==> config.mk <==
export PLATFORM = sky130hd
export DESIGN_NAME = input_debouncer
export DESIGN_NICKNAME = d
export VERILOG_FILES = /design/src/rtl/input_debouncer.sv
export SDC_FILE = /design/constraint.sdc
export NUM_CORES = 1
export LEC_CHECK = 0
export ABC_AREA = 1
export CORE_AREA = 2 2 39 41
export CTS_BUF_LIST = sky130_fd_sc_hd__clkbuf_16
export DETAILED_ROUTE_END_ITERATION = 10
export DIE_AREA = 0 0 41 43
export PLACE_DENSITY = 0.5
export SYNTH_ARGS = -nofsm -noshare
export SYNTH_HDL_FRONTEND = slang
export SYNTH_SLANG_ARGS = --single-unit
export TNS_END_PERCENT = 30
==> constraint.sdc <==
create_clock -name clk -period 1.55 [get_ports clk]
set_clock_uncertainty 0.1 [all_clocks]
set_input_delay 0.31 -clock clk [delete_from_list [all_inputs] [get_ports clk]]
set_output_delay 0.31 -clock clk [all_outputs]
set_load 0.03 [all_outputs]
==> src/rtl/input_debouncer.sv <==
// Two-flop synchronizer plus a four-state qualification FSM that turns a bouncy async input into a clean level.
// Optional rise/fall edge pulses are built only when DEBOUNCE_EDGE_PULSE_EN is defined.
module input_debouncer #(
    parameter int unsigned STABLE_CYCLES = 16,
    parameter logic        INIT_LEVEL    = 1'b0
) (
    input  logic clk,
    input  logic rstn,
    input  logic din,
    output logic dout,
    output logic rise,
    output logic fall,
    output logic busy
);

    localparam int unsigned     CNT_W   = $clog2(STABLE_CYCLES);
    localparam logic [CNT_W-1:0] CNT_MAX = CNT_W'(STABLE_CYCLES - 1);

    typedef enum logic [1:0] {
        ST_LO  = 2'd0,
        CHK_HI = 2'd1,
        ST_HI  = 2'd2,
        CHK_LO = 2'd3
    } state_t;

    localparam state_t ST_INIT = INIT_LEVEL ? ST_HI : ST_LO;

    logic             s1_q, s1_d;
    logic             s2_q, s2_d;
    state_t           state_q, state_d;
    logic [CNT_W-1:0] cnt_q, cnt_d;
    logic             dout_q, dout_d;
    logic             busy_q, busy_d;

    // Synchronizer and FSM next-state; a reversal is checked before the count limit.
    always_comb begin
        s1_d    = din;
        s2_d    = s1_q;
        state_d = state_q;
        cnt_d   = '0;
        dout_d  = dout_q;
        case (state_q)
            ST_LO: begin
                if (s2_q) begin
                    state_d = CHK_HI;
                    cnt_d   = CNT_W'(1);
                end
            end
            CHK_HI: begin
                if (!s2_q) begin
                    state_d = ST_LO;
                end else if (cnt_q == CNT_MAX) begin
                    state_d = ST_HI;
                    dout_d  = 1'b1;
                end else begin
                    cnt_d = cnt_q + 1'b1;
                end
            end
            ST_HI: begin
                if (!s2_q) begin
                    state_d = CHK_LO;
                    cnt_d   = CNT_W'(1);
                end
            end
            CHK_LO: begin
                if (s2_q) begin
                    state_d = ST_HI;
                end else if (cnt_q == CNT_MAX) begin
                    state_d = ST_LO;
                    dout_d  = 1'b0;
                end else begin
                    cnt_d = cnt_q + 1'b1;
                end
            end
            default: begin
                state_d = ST_INIT;
            end
        endcase
        busy_d = (state_d == CHK_HI) || (state_d == CHK_LO);
    end

    always_ff @(posedge clk or negedge rstn) begin
        if (!rstn) begin
            s1_q    <= INIT_LEVEL;
            s2_q    <= INIT_LEVEL;
            state_q <= ST_INIT;
            cnt_q   <= '0;
            dout_q  <= INIT_LEVEL;
            busy_q  <= 1'b0;
        end else begin
            s1_q    <= s1_d;
            s2_q    <= s2_d;
            state_q <= state_d;
            cnt_q   <= cnt_d;
            dout_q  <= dout_d;
            busy_q  <= busy_d;
        end
    end

    assign dout = dout_q;
    assign busy = busy_q;

`ifdef DEBOUNCE_EDGE_PULSE_EN
    logic rise_q, rise_d;
    logic fall_q, fall_d;

    // Pulses mark a committed level change; reset never creates one.
    always_comb begin
        rise_d = dout_d & ~dout_q;
        fall_d = ~dout_d & dout_q;
    end

    always_ff @(posedge clk or negedge rstn) begin
        if (!rstn) begin
            rise_q <= 1'b0;
            fall_q <= 1'b0;
        end else begin
            rise_q <= rise_d;
            fall_q <= fall_d;
        end
    end

    assign rise = rise_q;
    assign fall = fall_q;
`else
    assign rise = 1'b0;
    assign fall = 1'b0;
`endif

endmodule

==> flow_metrics.py <==
metrics = {
    "outcome": {
        "status": "complete, no violations",
    },
    "cts": {
        "post_cts_buffers": 0,
        "cts-root-buf": "clkbuf_16",
        "cts.reportedPaths.clkPinSlew_ns": 0.04,
        "htreeDepth": 1,
        "cts_made_buffers": 3,
        "cts.sinks": 10,
        "cts.path.max_buffers": 2,
        "cts_tree": "built",
        "clk_latency_ns": 0.23,
    },
    "worst_setup_path": {
        "cpPeakStageDelay_ns": 0.39,
        "path_buf_inv": 1,
        "cpMaxStageDelayCell": "dlygate4sd2_1",
        "endpoint_kind": "output port",
        "cp_top_family": "buffers and inverters",
        "start_kind": "flop",
        "critPathMaxFanout": 2,
        "worstSetupPathType": "reg -> out",
        "cp_data_arrival_time_ns": 0.95,
        "cp.required_ns": 1.14,
        "crit_path_cell_trace": "dlygate4sd2_1",
    },
    "global_routing": {
        "grt_pass1_vias": 262,
        "grt_first_pass_wirelength_um": 1020,
        "grt_overflow_total": 0,
        "grtUsageTotal": 0.0887,
        "antenna_found_initial": 0,
        "grt_start_max_net_pins": 11,
    },
    "floorplanning": {
        "start_util": 0.302,
        "dieWidth_um": 41,
        "ios": 7,
        "core_area_um2": 1380,
        "die_h_um": 43,
        "core.rowCount": 14,
        "die_area_um2": 1760,
    },
    "sta": {
        "fin_crit_ns": 1.36,
        "drv_slew": 0,
        "setup_viol": 0,
        "finalHoldViolations": 0,
        "rsz0062_at_grt": "no",
        "timing.final.crit_share": 0.879,
        "finalSetupTns_ns": 0,
        "clock.fmax_ghz": 0.734,
    },
    "detailed_routing": {
        "viasPerCell": 4.06,
        "drt_iter0_drc": 0,
        "drt-pass1-iter-count": 1,
        "drt_wl_total_um": 573,
        "vias": 268,
        "drc_errors": 0,
        "ant_nets": 0,
        "routedWlPerCell_um": 8.68,
    },
    "synth": {
        "synth-xor-area-share": 0.0210,
        "synth_adder_area_share": 0.0299,
        "synth_top_cell_by_area": "dfrtp_1",
        "yosys_warnings": 0,
        "synthCells": 44,
        "yosys-mux-area-fraction": 0,
        "synth.distinct_cells": 13,
        "synth_area_leaders": "dfrtp_1, nand2_1, nor2_1, inv_1, nand3_1",
        "netlist_area_um2": 418,
        "synthSimpleGateAreaFrac": 0.237,
        "synth_top_family_by_area": "simple AND/OR/NAND/NOR gates",
        "synth_compound_area_frac": 0.0240,
        "ys_seq_area_frac": 0.599,
        "yosys_register_bits": 10,
        "yosysTopAreaCellShare": 0.599,
        "postSynthAreaPerCell_um2": 9.50,
    },
    "job": {
        "maxCapViolations": 0,
    },
    "placed_design": {
        "io_buffers": 4,
        "finalWeightedCongestion": 0.679,
        "hpwl_um": 460,
        "dpl_cell_area_um2": 467,
    },
    "finish": {
        "synthToLayoutAreaGrowth_pct": 29.0,
        "num-fill-cells": 132,
        "fin_nets": 56,
        "final_cell_area_um2": 539,
        "antenna_cells": 0,
        "final_cell_mix": "nand2_1, dfrtp_1, nor2_1",
        "drive_above_1_share": 0.120,
    },
    "power": {
        "cellLeakagePower_nw": 0.264,
        "ir_worst_vdd_mv": 0.711,
        "powerDensity_nw_per_um2": 1380,
        "fin_total_pwr_mw": 0.743,
    },
    "hold_path": {
        "hp-class": "reg -> reg",
    },
}
==> flip-flops by register name (all words and copies together), names as in the netlist <==
signal	cells
busy	1
cnt_q	4
dout	1
s1_q	1
s2_q	1
state_q	2
==> where the power goes <==
part / internal, mW / switching [mW] / total (mW)
clock: 0.333 / 0.101 / 0.433
sequential: 0.271 / 0.00572 / 0.277
combinational: 0.0108 / 0.0224 / 0.0332
total: 0.615 / 0.129 / 0.743
==> cell type report <==
class	count	area, um^2	area share
inverter	5	18.8	0.0348
multi-input combinational	28	138	0.255
tap	16	20.0	0.0371
timing repair buffer	4	37.5	0.0696
sequential	10	250	0.464
clock buffer	3	75.1	0.139
==> worst paths after layout <==
check	startpoint	to	slack, ns	cells after the start
max	dout$_DFFE_PN0P_	dout	0.19	1
min	s1_q$_DFF_PN0_	s2_q$_DFF_PN0_	0.25	0
max reg2reg	cnt_q[0]$_DFF_PN0_	dout$_DFFE_PN0P_	0.37	6
min reg2reg	s1_q$_DFF_PN0_	s2_q$_DFF_PN0_	0.25	0
max in group asynchronous	rstn	state_q[1]$_DFF_PN0_	0.75	1
min in group asynchronous	rstn	cnt_q[2]$_DFF_PN0_	0.29	1
==> cells in the mapped netlist <==
library cell / number
dfrtp_1: 10
nand2_1: 10
nor2_1: 6
inv_1: 5
nand3_1: 3
buf_4: 2
nand2_2: 2
a21oi_1: 1
conb_1: 1
ha_1: 1
nor2_4: 1
o21ai_0: 1
xnor2_1: 1
==> layer usage <==
layer	vias to the layer above	share of wire	GRT usage	wire [um]
li1	141	-	-	-
met1	122	0.50	0.115	286
met2	5	0.47	0.119	272
met3	0	0.024	0.0157	14
met4	0	0	0.0800	0
met5	-	0	0	0
==> through the flow <==
stage | setup WS, ns | utilization | hold WS (ns) | instances
after floorplan | 0.428 | - | -0.0856 | 45
after global placement | 0.159 | 0.337 | 0.244 | 63
after detailed placement | 0.150 | 0.337 | 0.245 | 63
after CTS | 0.178 | 0.390 | 0.253 | 66
after global routing | 0.163 | 0.390 | 0.265 | 66
final | 0.187 | 0.390 | 0.250 | 66
==> cell families after synthesis <==
family	count (synthesis)
AO/OA/AOI/OAI	2
XOR/XNOR	1
adder cells (fa/ha/maj)	1
buffers and inverters	7
flip-flops	10
other	1
AND/OR/NAND/NOR	22
==> repair_timing <==
action	in CTS	in global routing
hold buffers	0	0
setup endpoints to repair	2	0
resized for setup	2	0
endpoints found under the hold margin	0	0
Note: power is estimated with default switching activity, not from simulation.
